### src/rtl/serial_alu_if.sv
// Request/response bundle for the digit-serial ALU.
// master drives requests; slave is the ALU side.
interface serial_alu_if #(
   parameter int unsigned WIDTH = 32
) ();
   logic             in_valid;
   logic             in_ready;
   logic [3:0]       op;
   logic [WIDTH-1:0] a_in;
   logic [WIDTH-1:0] b_in;
   logic [WIDTH-1:0] out;
   logic             out_valid;
   logic             zero;
   logic             neg;
   logic             illegal;

   modport master (
      output in_valid, op, a_in, b_in,
      input  in_ready, out, out_valid, zero, neg, illegal
   );

   modport slave (
      input  in_valid, op, a_in, b_in,
      output in_ready, out, out_valid, zero, neg, illegal
   );
endinterface

### src/rtl/serial_alu.sv
// Digit-serial ALU: add/sub/logic/compare DIGIT bits per cycle, shifts one bit per cycle.
// Define SERIAL_ALU_MUL_EN to build the shift-add multiplier for op 10.
module serial_alu #(
   parameter int unsigned WIDTH = 32,
   parameter int unsigned DIGIT = 8
) (
   input logic         clk,
   input logic         rst_n,
   serial_alu_if.slave bus
);
   localparam int unsigned NDig = WIDTH / DIGIT;
   localparam int unsigned ShW  = $clog2(WIDTH);
   localparam int unsigned CntW = ShW + 1;

   localparam logic [3:0] OpAdd  = 4'd0;
   localparam logic [3:0] OpSub  = 4'd1;
   localparam logic [3:0] OpAnd  = 4'd2;
   localparam logic [3:0] OpOr   = 4'd3;
   localparam logic [3:0] OpXor  = 4'd4;
   localparam logic [3:0] OpSlt  = 4'd5;
   localparam logic [3:0] OpSltu = 4'd6;
   localparam logic [3:0] OpSll  = 4'd7;
   localparam logic [3:0] OpSrl  = 4'd8;
   localparam logic [3:0] OpSra  = 4'd9;
   localparam logic [3:0] OpMul  = 4'd10;

   typedef enum logic [1:0] {StIdle, StRun, StDone} state_e;

   state_e            r_state, w_state_nxt;
   logic [3:0]        r_op;
   logic [WIDTH-1:0]  r_a, r_b, r_acc, r_out;
   logic              r_carry, r_zero, r_neg, r_illegal, r_illegal_op;
   logic [CntW-1:0]   r_left;

   logic              w_in_ready, w_accept, w_last, w_op_illegal, w_is_sub;
   logic [CntW-1:0]   w_steps;
   logic [ShW-1:0]    w_shamt;
   logic [DIGIT-1:0]  w_a_dig, w_b_dig, w_b_eff, w_dig;
   logic [DIGIT:0]    w_sum;
   logic              w_ovf;
   logic [WIDTH+DIGIT-1:0] w_acc_cat;
   logic [WIDTH-1:0]  w_acc_nxt, w_a_nxt, w_b_nxt, w_result;

   assign w_in_ready = (r_state != StRun);
   assign w_accept   = bus.in_valid && w_in_ready;
   assign w_last     = (r_left == CntW'(1));
   assign w_shamt    = bus.b_in[ShW-1:0];

   always_comb begin
`ifdef SERIAL_ALU_MUL_EN
      w_op_illegal = (bus.op > OpMul);
`else
      w_op_illegal = (bus.op >= OpMul);
`endif
   end

   always_comb begin
      w_steps = CntW'(1);
      if (!w_op_illegal) begin
         case (bus.op)
            OpAdd, OpSub, OpAnd, OpOr, OpXor, OpSlt, OpSltu: w_steps = CntW'(NDig);
            OpSll, OpSrl, OpSra: w_steps = (w_shamt == '0) ? CntW'(1) : CntW'(w_shamt);
            OpMul:               w_steps = CntW'(WIDTH);
            default:             w_steps = CntW'(1);
         endcase
      end
   end

   // Subtract-class ops feed ~B into the digit adder with carry seeded to 1.
   assign w_is_sub = (r_op == OpSub) || (r_op == OpSlt) || (r_op == OpSltu);
   assign w_a_dig  = r_a[DIGIT-1:0];
   assign w_b_dig  = r_b[DIGIT-1:0];
   assign w_b_eff  = w_is_sub ? ~w_b_dig : w_b_dig;
   assign w_sum    = {1'b0, w_a_dig} + {1'b0, w_b_eff} + {{DIGIT{1'b0}}, r_carry};
   // On the final digit the low digit holds the operand MSBs.
   assign w_ovf    = (w_a_dig[DIGIT-1] != w_b_dig[DIGIT-1]) &&
                     (w_sum[DIGIT-1] != w_a_dig[DIGIT-1]);

   always_comb begin
      w_dig     = '0;
      w_a_nxt   = r_a;
      w_b_nxt   = r_b;
      w_acc_cat = '0;
      w_acc_nxt = r_acc;
      case (r_op)
         OpAdd, OpSub, OpSlt, OpSltu, OpAnd, OpOr, OpXor: begin
            case (r_op)
               OpAnd:   w_dig = w_a_dig & w_b_dig;
               OpOr:    w_dig = w_a_dig | w_b_dig;
               OpXor:   w_dig = w_a_dig ^ w_b_dig;
               default: w_dig = w_sum[DIGIT-1:0];
            endcase
            w_acc_cat = {w_dig, r_acc};
            w_acc_nxt = w_acc_cat[WIDTH+DIGIT-1:DIGIT];
            w_a_nxt   = r_a >> DIGIT;
            w_b_nxt   = r_b >> DIGIT;
         end
         OpSll: if (r_b[ShW-1:0] != '0) w_acc_nxt = r_acc << 1;
         OpSrl: if (r_b[ShW-1:0] != '0) w_acc_nxt = r_acc >> 1;
         OpSra: if (r_b[ShW-1:0] != '0) w_acc_nxt = {r_a[WIDTH-1], r_acc[WIDTH-1:1]};
`ifdef SERIAL_ALU_MUL_EN
         OpMul: begin
            if (r_b[0]) w_acc_nxt = r_acc + r_a;
            w_a_nxt = r_a << 1;
            w_b_nxt = r_b >> 1;
         end
`endif
         default: ;
      endcase
   end

   always_comb begin
      w_result = w_acc_nxt;
      if (r_illegal_op) begin
         w_result = '0;
      end else if (r_op == OpSlt) begin
         w_result = {{(WIDTH-1){1'b0}}, w_sum[DIGIT-1] ^ w_ovf};
      end else if (r_op == OpSltu) begin
         w_result = {{(WIDTH-1){1'b0}}, ~w_sum[DIGIT]};
      end
   end

   always_comb begin
      w_state_nxt = r_state;
      case (r_state)
         StIdle:  if (w_accept) w_state_nxt = StRun;
         StRun:   if (w_last) w_state_nxt = StDone;
         StDone:  w_state_nxt = w_accept ? StRun : StIdle;
         default: w_state_nxt = StIdle;
      endcase
   end

   always_ff @(posedge clk or negedge rst_n) begin
      if (!rst_n) begin
         r_state      <= StIdle;
         r_op         <= '0;
         r_a          <= '0;
         r_b          <= '0;
         r_acc        <= '0;
         r_carry      <= 1'b0;
         r_left       <= '0;
         r_illegal_op <= 1'b0;
         r_out        <= '0;
         r_zero       <= 1'b0;
         r_neg        <= 1'b0;
         r_illegal    <= 1'b0;
      end else begin
         r_state <= w_state_nxt;
         if (w_accept) begin
            r_op         <= bus.op;
            r_a          <= bus.a_in;
            r_b          <= bus.b_in;
            r_acc        <= (bus.op == OpSll || bus.op == OpSrl || bus.op == OpSra) ?
                            bus.a_in : '0;
            r_carry      <= (bus.op == OpSub || bus.op == OpSlt || bus.op == OpSltu);
            r_left       <= w_steps;
            r_illegal_op <= w_op_illegal;
         end else if (r_state == StRun) begin
            r_a     <= w_a_nxt;
            r_b     <= w_b_nxt;
            r_acc   <= w_acc_nxt;
            r_carry <= w_sum[DIGIT];
            r_left  <= r_left - CntW'(1);
            if (w_last) begin
               r_out     <= w_result;
               r_zero    <= (w_result == '0);
               r_neg     <= w_result[WIDTH-1];
               r_illegal <= r_illegal_op;
            end
         end
      end
   end

   assign bus.in_ready  = w_in_ready;
   assign bus.out_valid = (r_state == StDone);
   assign bus.out       = r_out;
   assign bus.zero      = r_zero;
   assign bus.neg       = r_neg;
   assign bus.illegal   = r_illegal;
endmodule

### src/flat_wrapper.sv
// flat-port wrapper written by rule: the top's interface ports become plain ports
module serial_alu_flat 
#(
   parameter int unsigned WIDTH = 32,
   parameter int unsigned DIGIT = 8
)
  (clk, rst_n, bus_in_valid, bus_op, bus_a_in, bus_b_in, bus_in_ready, bus_out, bus_out_valid, bus_zero, bus_neg, bus_illegal);
  serial_alu_if #(.WIDTH(WIDTH)) bus_i ();
  input logic clk;
  input logic rst_n;
  input wire logic [$bits(bus_i.in_valid)-1:0] bus_in_valid;
  input wire logic [$bits(bus_i.op)-1:0] bus_op;
  input wire logic [$bits(bus_i.a_in)-1:0] bus_a_in;
  input wire logic [$bits(bus_i.b_in)-1:0] bus_b_in;
  output wire logic [$bits(bus_i.in_ready)-1:0] bus_in_ready;
  output wire logic [$bits(bus_i.out)-1:0] bus_out;
  output wire logic [$bits(bus_i.out_valid)-1:0] bus_out_valid;
  output wire logic [$bits(bus_i.zero)-1:0] bus_zero;
  output wire logic [$bits(bus_i.neg)-1:0] bus_neg;
  output wire logic [$bits(bus_i.illegal)-1:0] bus_illegal;
  assign bus_i.in_valid = bus_in_valid;
  assign bus_i.op = bus_op;
  assign bus_i.a_in = bus_a_in;
  assign bus_i.b_in = bus_b_in;
  assign bus_in_ready = bus_i.in_ready;
  assign bus_out = bus_i.out;
  assign bus_out_valid = bus_i.out_valid;
  assign bus_zero = bus_i.zero;
  assign bus_neg = bus_i.neg;
  assign bus_illegal = bus_i.illegal;
  serial_alu #(.WIDTH(WIDTH), .DIGIT(DIGIT)) u_core (.clk(clk), .rst_n(rst_n), .bus(bus_i));
endmodule
### config.mk
export PLATFORM = sky130hd
export DESIGN_NAME = serial_alu_flat
export DESIGN_NICKNAME = d
export VERILOG_FILES = /design/src/rtl/serial_alu_if.sv /design/src/rtl/serial_alu.sv /design/src/flat_wrapper.sv
export SDC_FILE = /design/constraint.sdc
export NUM_CORES = 1
export LEC_CHECK = 0
export ABC_AREA = 1
export BUFFER_PORTS_ARGS = -buffer_cell sky130_fd_sc_hd__buf_2
export CORE_ASPECT_RATIO = 1.2
export CORE_UTILIZATION = 64
export DETAILED_ROUTE_END_ITERATION = 6
export PLACE_DENSITY = 0.91
export SKIP_CTS_REPAIR_TIMING = 1
export SLEW_MARGIN = 20
export SYNTH_ARGS = -nofsm -noshare
export SYNTH_HDL_FRONTEND = slang
export SYNTH_SLANG_ARGS = --single-unit
### constraint.sdc
create_clock -name clk -period 4.3 [get_ports clk]
set_input_delay 0.645 -clock clk [delete_from_list [all_inputs] [get_ports clk]]
set_output_delay 0.645 -clock clk [all_outputs]
set_load 0.02 [all_outputs]
==> impl_metrics.json, run 1 <==
{
  "drv_slew": 0,
  "fmax_mhz": 305,
  "endpoint": "u_core.bus.zero$_DFFE_PN0P_",
  "antenna_cells": 0,
  "wl_um": 27000,
  "synth.avg_cell_area_sq_um": 6.95,
  "grt_max_degree": 113,
  "core_area_sq_um": 13800,
  "synth_area_sq_um": 9030,
  "cp_max_fo": 8,
  "wl_per_cell_um": 17.4,
  "die_h_um": 132,
  "total_power_mw": 8.93,
  "hold_viol_final": 0,
  "yosys-top-cells-count": "nand2_1, o21ai_0, inv_1",
  "clock_skew_ns": 0.0108,
  "ys_seq_area_share_pct": 39.9,
  "die_area_sq_um": 14600,
  "synth-warning-count": 0,
  "route.detailed.drc": 0,
  "cts.sinks": 144,
  "clk_latency_ns": 0.44,
  "start_util_pct": 65.6,
  "ys_seq_elements": 144,
  "maxCapViolCount": 0,
  "grt_pass1_wl_um": 43800,
  "rsz0062_at_grt": "false",
  "grt_pass1_vias": 8693,
  "via_per_inst": 5.93,
  "period_minus_slack_ns": 3.28,
  "drive_gt1_share_pct": 12.6,
  "synth_cells": 1299,
  "worst_pin_slew_ns": 1.04,
  "antenna_found_initial": 0,
  "area_growth_pct": 12.2,
  "cp.required_ns": 4.67,
  "final_area_sq_um": 10100,
  "numPortBuffers": 107,
  "worst_setup_path_end_kind": "flip-flop",
  "cts-root-buf": "clkbuf_16",
  "dr_total_vias": 9211,
  "post-route-period-util_pct": 76.2,
  "grt_use_total_pct": 38.0,
  "cp-startpoint": "u_core.r_op[1]$_DFFE_PN0P_",
  "drt_iter0_markers": 1271,
  "cts_max_level": 4,
  "ios": 108,
  "synth_top_cell_area_share_pct": 39.9,
  "reg2reg_from": "u_core.r_op[1]$_DFFE_PN0P_",
  "gr-total-overflow": 0,
  "worst-setup-path-type": "flip-flop to flip-flop",
  "r2r-end": "u_core.bus.zero$_DFFE_PN0P_",
  "critical_path_arrival_ns": 3.65,
  "cts_max_path_buffers": 2,
  "synth_area_leaders": "dfrtp_1, nand2_1, o21ai_0",
  "reg2reg_slack_ns": 1.02,
  "synth.distinct_cells": 45,
  "status": "finished, final reports clean",
  "slew_headroom_pct": 30.5,
  "async_flop_share_pct": 100,
  "synth_most_common_cell": "nand2_1",
  "firstDrtPassIters": 7,
  "placed_area_sq_um": 9550,
  "finalSetupTns_ns": 0,
  "power_density_nw_per_um2": 881,
  "nets": 1468,
  "synth-edff-count": 0,
  "place_congestion": 0.957,
  "drtAntennaViolNets": 0,
  "dpl.hpwl_um": 18600,
  "clkSlewWorstSetupHoldPaths_ns": 0.07,
  "setup_violations": 0,
  "ys.flop_type": "dfrtp_1",
  "cts_buffers": 17,
  "critPathLaunchType": "flip-flop",
  "core.rowCount": 47,
  "floorplan.die.width_um": 110,
  "min_path_type": "input pin to async pin",
  "synth_top_area_cell": "dfrtp_1",
  "r2r_cells": 18,
  "leakagePower_nw": 5.29,
  "cts_tree": "built",
  "synthesis.nets": 1397,
  "vdd_drop_max_v": 0.000506
}
[sequential cells by signal, summed over array words and instances (netlist names), 2 cells and up]
register / count
u_core.bus.out: 31
u_core.r_a: 32
u_core.r_acc: 32
u_core.r_b: 32
u_core.r_left: 6
u_core.r_op: 4
u_core.r_state: 2
[critical path: stages, from the launching register on]
cell	delay, ns
dfrtp_1	0.41
inv_1	0.12
nor2_1	0.20
nand2_1	0.15
o21ai_2	0.27
xor2_1	0.16
fa_1	0.38
inv_1	0.12
fa_1	0.42
o21ai_0	0.15
o21bai_1	0.12
nand3_1	0.13
nand2_1	0.11
nand2_1	0.07
nor2_1	0.13
nand2_1	0.06
nor2_1	0.10
nand2_1	0.05
nand2_1	0.05
[logic make-up (layout without fill, tap and decap cells)]
family,after synthesis,in the layout,share of synthesized area [%]
flops,144,144,39.9
xor+xnor,10,10,0.969
fa+ha+maj,27,27,3.91
compound gates,261,261,16.4
simple gates,630,630,28.4
buf+inv,227,311,10.5
[stage by stage]
step	util (%)	hold slack, ns	setup slack (ns)	instances
2_1_floorplan	-	0.349	1.51	1299
3_3_place_gp	69.4	0.460	1.24	1522
3_5_place_dp	69.4	0.461	1.16	1522
4_1_cts	73.7	0.274	1.11	1554
5_1_grt	73.7	0.312	0.692	1554
6_report	73.7	0.232	1.02	1554
[layer usage]
layer / track usage [%] / up-vias / routed length, um
met4: 18.9 / 0 / 1150
met3: 7.26 / 86 / 2990
li1: - / 4309 / -
met2: 58.1 / 596 / 12200
met5: 0 / - / 0
met1: 52.0 / 4220 / 10700
[where the power goes]
| group | internal [mW] | switching (mW) | leakage [nW] |
|---|---|---|---|
| sequential | 1.95 | 0.331 | 1.83 |
| clock | 0.886 | 0.609 | 0.275 |
| combinational | 1.59 | 3.56 | 3.18 |
| total | 4.43 | 4.50 | 5.29 |
[cell usage in the layout (no fill, tap or decap), types with 10 or more instances in the layout]
| cell type | synthesis | final |
|---|---|---|
| nand2_1 | 447 | 447 |
| o21ai_0 | 159 | 158 |
| inv_1 | 152 | 152 |
| dfrtp_1 | 144 | 144 |
| buf_2 | 20 | 106 |
| nand3_1 | 84 | 84 |
| nor2_1 | 74 | 73 |
| ha_1 | 25 | 25 |
| a21oi_1 | 24 | 24 |
| o221ai_1 | 19 | 19 |
| clkbuf_16 | 0 | 17 |
| a31oi_1 | 16 | 16 |
| o21ai_1 | 13 | 13 |
| o21bai_1 | 11 | 11 |
| buf_4 | 5 | 11 |
| xor2_1 | 10 | 10 |
[worst min path at each step]
| stage | endpoint | slack [ns] | cells past startpoint |
|---|---|---|---|
| after floorplan | u_core.bus.illegal$_DFFE_PN0P_ | 0.35 | 0 |
| after CTS | u_core.r_op[0]$_DFFE_PN0P_ | 0.27 | 1 |
| after detailed placement | u_core.bus.out[28]$_DFFE_PN0P_ | 0.46 | 2 |
| after global placement | u_core.bus.out[24]$_DFFE_PN0P_ | 0.46 | 2 |
| after global routing | u_core.r_op[0]$_DFFE_PN0P_ | 0.31 | 1 |
| final | u_core.r_op[0]$_DFFE_PN0P_ | 0.23 | 1 |
[final cells by class]
cell class / count / area [sq um]
well taps: 171 / 214
inverters: 161 / 609
multi-input cells: 928 / 4500
repair buffers: 118 / 624
flip-flops and latches: 144 / 3600
clock inverters: 12 / 134
clock buffers: 20 / 457
fillers: 1102 / 3620
Power figures use the tool's default switching activity.
==> run 2, diff against run 1 <==
CORE_UTILIZATION = 54   (was 64)
PLACE_DENSITY = 0.82   (was 0.91)
clock period = 2.9 ns   (was 4.3 ns; I/O delays follow)
==> run 2 against run 1 <==
  * The run now ends with DRC left
  * Fmax increased by 16%
  * Clock power increased by 50%
  * First-iteration DRC count decreased by 13%
  * Flip-flop and latch count unchanged
  * Register-to-register slack got worse by 0.95 ns
  * Final area increased by 4.6%
  * Setup slack got worse by 0.95 ns
  * Critical path depth increased by 1
  * Clock skew decreased by 0.0015 ns
  * Largest power group unchanged
==> impl_metrics.json, run 2 (synthesized netlist as in run 1, its figures left out) <==
{
  "status": "finished, violations left",
  "violations": "DRC",
  "drive_gt1_share_pct": 16.6,
  "critPathTopFamily": "simple AND/OR/NAND/NOR gates",
  "final_util_pct": 65.2,
  "min_path_type": "input pin to flip-flop",
  "cts_max_path_buffers": 2,
  "cp.required_ns": 3.23,
  "grt_pass1_vias": 8166,
  "nets": 1499,
  "cts.sinks": 144,
  "period_minus_slack_ns": 2.83,
  "fin_ws_ns": 0.0722,
  "fin_cells": 1626,
  "critPathLaunchType": "flip-flop",
  "dpl.hpwl_um": 18900,
  "numPortBuffers": 107,
  "placed_area_sq_um": 9770,
  "crit_chain": "inv_2 -> nor2_4 -> inv_2 -> o21ai_4 -> xor2_2 -> fa_2 -> inv_2 -> fa_2 -> buf_4 -> nand2_1 -> inv_1 -> o21ai_0 -> nand3_1 -> nand4_1 -> nand3_2 -> nand3_1 -> nor2_1 -> nand2_1 -> nand2_1",
  "wl_um": 27000,
  "hold_viol_final": 0,
  "fin_hold_ws_ns": 0.231,
  "cp_max_fo": 4,
  "antenna_cells": 0,
  "seqCellArea_sq_um": 3600,
  "slew_headroom_pct": 42.1,
  "floorplan.die.width_um": 120,
  "power_density_nw_per_um2": 1310,
  "final_cell_mix": "nand2_1, o21ai_0, inv_1, dfrtp_1, buf_2",
  "grt_use_total_pct": 31.8,
  "whs_path_depth": 3,
  "place_congestion": 0.942,
  "rsz0062_at_grt": "true",
  "critPathBufInv": 5,
  "fmax_mhz": 354,
  "dr_total_vias": 9155,
  "core.rowCount": 51,
  "worst-setup-path-type": "flip-flop to flip-flop",
  "vdd_drop_max_v": 0.000610,
  "route.detailed.drc": 1,
  "top_regs": "u_core.r_a: 32 flops, u_core.r_acc: 32 flops, u_core.r_b: 32 flops",
  "die_h_um": 144,
  "grt_pass1_wl_um": 42200,
  "die_area_sq_um": 17300,
  "core_area_sq_um": 16300,
  "drv_slew": 0,
  "drtAntennaViolNets": 0,
  "via_per_inst": 5.63,
  "antenna_found_initial": 0,
  "worst_setup_path_end_kind": "flip-flop",
  "total_power_mw": 13.9,
  "dp_slack_ns": -0.00545,
  "setup_violations": 0,
  "maxCapViolCount": 0,
  "nFillCells": 1438,
  "critical_path_depth": 19,
  "cts_max_level": 4,
  "gr-total-overflow": 0,
  "ios": 108,
  "worst_pin_slew_ns": 0.864,
  "critical_path_arrival_ns": 3.16,
  "cts-root-buf": "clkbuf_16",
  "clock_skew_ns": 0.00920,
  "clk_latency_ns": 0.45,
  "dp.cells": 1581,
  "start_util_pct": 55.5,
  "area_growth_pct": 17.4,
  "r2r_cells": 19,
  "crit_path_top_delay_cell": "dfrtp_1",
  "cts_tree": "built",
  "multiInputGateArea_sq_um": 4620,
  "final_common_cell": "nand2_1",
  "post-route-period-util_pct": 97.5,
  "firstDrtPassIters": 7,
  "wl_per_cell_um": 16.6,
  "final_area_sq_um": 10600,
  "max_stage_delay_ns": 0.41,
  "grt_max_degree": 102,
  "drt_iter0_markers": 1100,
  "finalSetupTns_ns": 0,
  "clkSlewWorstSetupHoldPaths_ns": 0.07,
  "cts_buffers": 17,
  "leakagePower_nw": 5.48
}
[run 2: changes by cell type in the layout (fill, tap and decap cells not counted), sizes merged]
cell,delta
clkinvlp,-5
inv,+7
bufinv,-1
clkbuf,-3
clkinv,+2
dlygate4sd3,+1
buf,+30
[run 2: path summary, 6_finish.rpt]
path / slack [ns] / end / from
worst max-delay path: 0.07 / u_core.bus.zero$_DFFE_PN0P_ / u_core.r_op[0]$_DFFE_PN0P_
worst min-delay path: 0.23 / u_core.r_b[27]$_DFFE_PN0P_ / bus_b_in[27]
worst max register to register: 0.07 / u_core.bus.zero$_DFFE_PN0P_ / u_core.r_op[0]$_DFFE_PN0P_
worst min register to register: 0.48 / u_core.bus.out[3]$_DFFE_PN0P_ / u_core.bus.out[3]$_DFFE_PN0P_
max in group asynchronous: 1.66 / u_core.bus.out[3]$_DFFE_PN0P_ / rst_n
min in group asynchronous: 0.50 / u_core.r_op[2]$_DFFE_PN0P_ / rst_n
[run 2: worst min-delay path: cells and delay by family]
kind / cells / cell delay (ns)
buffers and inverters: 1 / 0.09
AND/OR/NAND/NOR: 1 / 0.05
AO/OA/AOI/OAI: 1 / 0.06
[run 2: layout make-up]
| class | count | share of cell area [%] |
|---|---|---|
| clock buffers | 17 | 4.01 |
| clock inverters | 15 | 1.62 |
| inverters | 161 | 5.75 |
| multi-input cells | 928 | 43.6 |
| flip-flops and latches | 144 | 34.0 |
| well taps | 212 | 2.50 |
| repair buffers | 149 | 8.50 |
[run 2: where the power goes]
group / internal (mW) / total (mW) / switching, mW
combinational: 2.82 / 8.24 / 5.42
sequential: 2.89 / 3.37 / 0.488
clock: 1.23 / 2.25 / 1.02
total: 6.94 / 13.9 / 6.93
[run 2: metal layers]
metal	wire length (um)	vias to the layer above	global-route usage (%)
li1	-	4380	-
met1	11600	4224	44.2
met2	11800	478	47.6
met3	2540	73	6.35
met4	1070	0	14.7
met5	0	-	0
==> run 3, diff against run 2 <==
SETUP_SLACK_MARGIN = 0.5   (was default)
==> run 3 against run 2 <==
  * The run now ends clean
  * Hold slack gained 0.0013 ns
  * Total power increased by 2.4%
  * Combinational power is 3.8% higher
  * Sequential power barely moved
  * Clock skew decreased by 0.00063 ns
  * Sequential share of layout area shrank 0.33 points
  * Clock-buffer cell count did not move
  * Cell count decreased by 0.31%
  * Utilization grew 0.65 points
  * Die area unchanged
  * Largest cell class unchanged
==> impl_metrics.json, run 3 (synthesized netlist as in run 1, its figures left out) <==
{
  "post-route-period-util_pct": 97.7,
  "hold_viol_final": 0,
  "clk_latency_ns": 0.43,
  "status": "finished, final reports clean",
  "grt_pass1_wl_um": 42200,
  "floorplan.die.width_um": 120,
  "grt_pass1_vias": 8083,
  "critical_path_arrival_ns": 3.16,
  "whs_path_depth": 3,
  "endpoint": "u_core.bus.zero$_DFFE_PN0P_",
  "antenna_cells": 0,
  "wl_per_cell_um": 16.7,
  "drive_gt1_share_pct": 17.4,
  "reg2reg_from": "u_core.r_op[0]$_DFFE_PN0P_",
  "min_path_type": "input pin to flip-flop",
  "slew_headroom_pct": 40.7,
  "cp.required_ns": 3.22,
  "r2r_cells": 19,
  "cts_buffers": 17,
  "worst_pin_slew_ns": 0.886,
  "worst_setup_path_end_kind": "flip-flop",
  "maxCapViolCount": 0,
  "route.detailed.drc": 0,
  "critPathLaunchType": "flip-flop",
  "drv_slew": 0,
  "rsz0062_at_grt": "true",
  "cp_max_fo": 4,
  "grt_max_degree": 91,
  "cts_max_level": 4,
  "antenna_found_initial": 0,
  "core.rowCount": 51,
  "cts_tree": "built",
  "period_minus_slack_ns": 2.83,
  "numPortBuffers": 107,
  "drt_iter0_markers": 915,
  "core_area_sq_um": 16300,
  "firstDrtPassIters": 6,
  "place_congestion": 0.947,
  "dpl.hpwl_um": 18700,
  "final_common_cell": "nand2_1",
  "die_area_sq_um": 17300,
  "fin_hold_ws_ns": 0.233,
  "ios": 108,
  "drtAntennaViolNets": 0,
  "via_per_inst": 5.62,
  "clock_skew_ns": 0.00857,
  "die_h_um": 144,
  "top_regs": "u_core.r_a: 32 flops, u_core.r_acc: 32 flops, u_core.r_b: 32 flops",
  "grt_use_total_pct": 32.1,
  "start_util_pct": 55.5,
  "reg2reg_slack_ns": 0.07,
  "area_growth_pct": 18.5,
  "gr-total-overflow": 0,
  "cts.sinks": 144,
  "clkSlewWorstSetupHoldPaths_ns": 0.07,
  "worst-setup-path-type": "flip-flop to flip-flop",
  "final_cell_mix": "nand2_1, inv_1, o21ai_0, dfrtp_1, buf_2",
  "power_density_nw_per_um2": 1330,
  "setup_violations": 0,
  "fmax_mhz": 353,
  "cts_max_path_buffers": 2,
  "leakagePower_nw": 5.48,
  "vdd_drop_max_v": 0.000589,
  "nets": 1494,
  "r2r-end": "u_core.bus.zero$_DFFE_PN0P_",
  "cts-root-buf": "clkbuf_16",
  "wl_um": 27100,
  "final_util_pct": 65.8,
  "cp-startpoint": "u_core.r_op[0]$_DFFE_PN0P_",
  "dr_total_vias": 9113
}
run 3: cell count changes in the layout (fill, tap and decap cells not counted), sizes merged:
cell / change
bufinv: +1
buf: -5
clkinvlp: +3
clkinv: -3
inv: -1
run 3: power by group:
part / switching [mW] / total, mW / leakage, nW / internal [mW]
clock: 0.970 / 2.26 / 0.286 / 1.29
sequential: 0.494 / 3.38 / 1.83 / 2.89
combinational: 5.60 / 8.55 / 3.36 / 2.96
run 3: through the flow:
step                      setup slack [ns]  cells  cell area (sq um)  setup TNS (ns)  power, mW
final                               0.0670   1621              10700               0       14.2
after global routing                -0.120   1621              10700          -0.188       15.3
after CTS                          -0.0238   1608              10400         -0.0238       13.3
after detailed placement            0.0560   1576               9790               0       11.0
after global placement               0.159   1576               9790               0       10.8
after floorplan                      0.201   1299               9050               0       9.00
run 3: final cells by class:
class / count / area, sq um
clock inverter: 15 / 171
sequential: 144 / 3600
tap: 212 / 265
timing repair buffer: 144 / 905
inverter: 161 / 612
clock buffer: 17 / 425
multi-input combinational: 928 / 4720
fill: 1443 / 5570
run 3: per-layer routing:
| metal | global-route usage [%] | part of all wire, % | wire [um] |
|---|---|---|---|
| met1 | 45.2 | 42 | 11300 |
| met5 | 0 | 0 | 0 |
| met4 | 10.9 | 3.0 | 814 |
| met2 | 49.2 | 45 | 12300 |
| met3 | 6.35 | 10 | 2720 |
run 3: critical path, stage by stage, from the launching register on:
cell and delay (ns):
dfrtp_1 0.43, inv_2 0.08, nor2_4 0.10, inv_2 0.06, o21ai_4 0.17, xor2_2 0.20
fa_2 0.27, inv_2 0.06, fa_2 0.40, buf_4 0.15, nand2_1 0.05, inv_1 0.04
o21ai_1 0.10, nand3_1 0.11, nand4_1 0.13, nand3_2 0.12, nand3_1 0.11, nor2_1 0.05
nand2_1 0.05, nand2_1 0.04
run 3: worst min-delay path by stage:
stage,startpoint,endpoint,slack [ns]
floorplan,rst_n,u_core.bus.illegal$_DFFE_PN0P_,0.14
global placement,rst_n,u_core.r_state[1]$_DFFE_PN0P_,0.41
detailed placement,rst_n,u_core.r_state[1]$_DFFE_PN0P_,0.41
CTS,rst_n,u_core.r_state[1]$_DFFE_PN0P_,-0.05
global route,bus_op[3],u_core.r_op[3]$_DFFE_PN0P_,0.25
finish,bus_op[2],u_core.r_op[2]$_DFFE_PN0P_,0.23
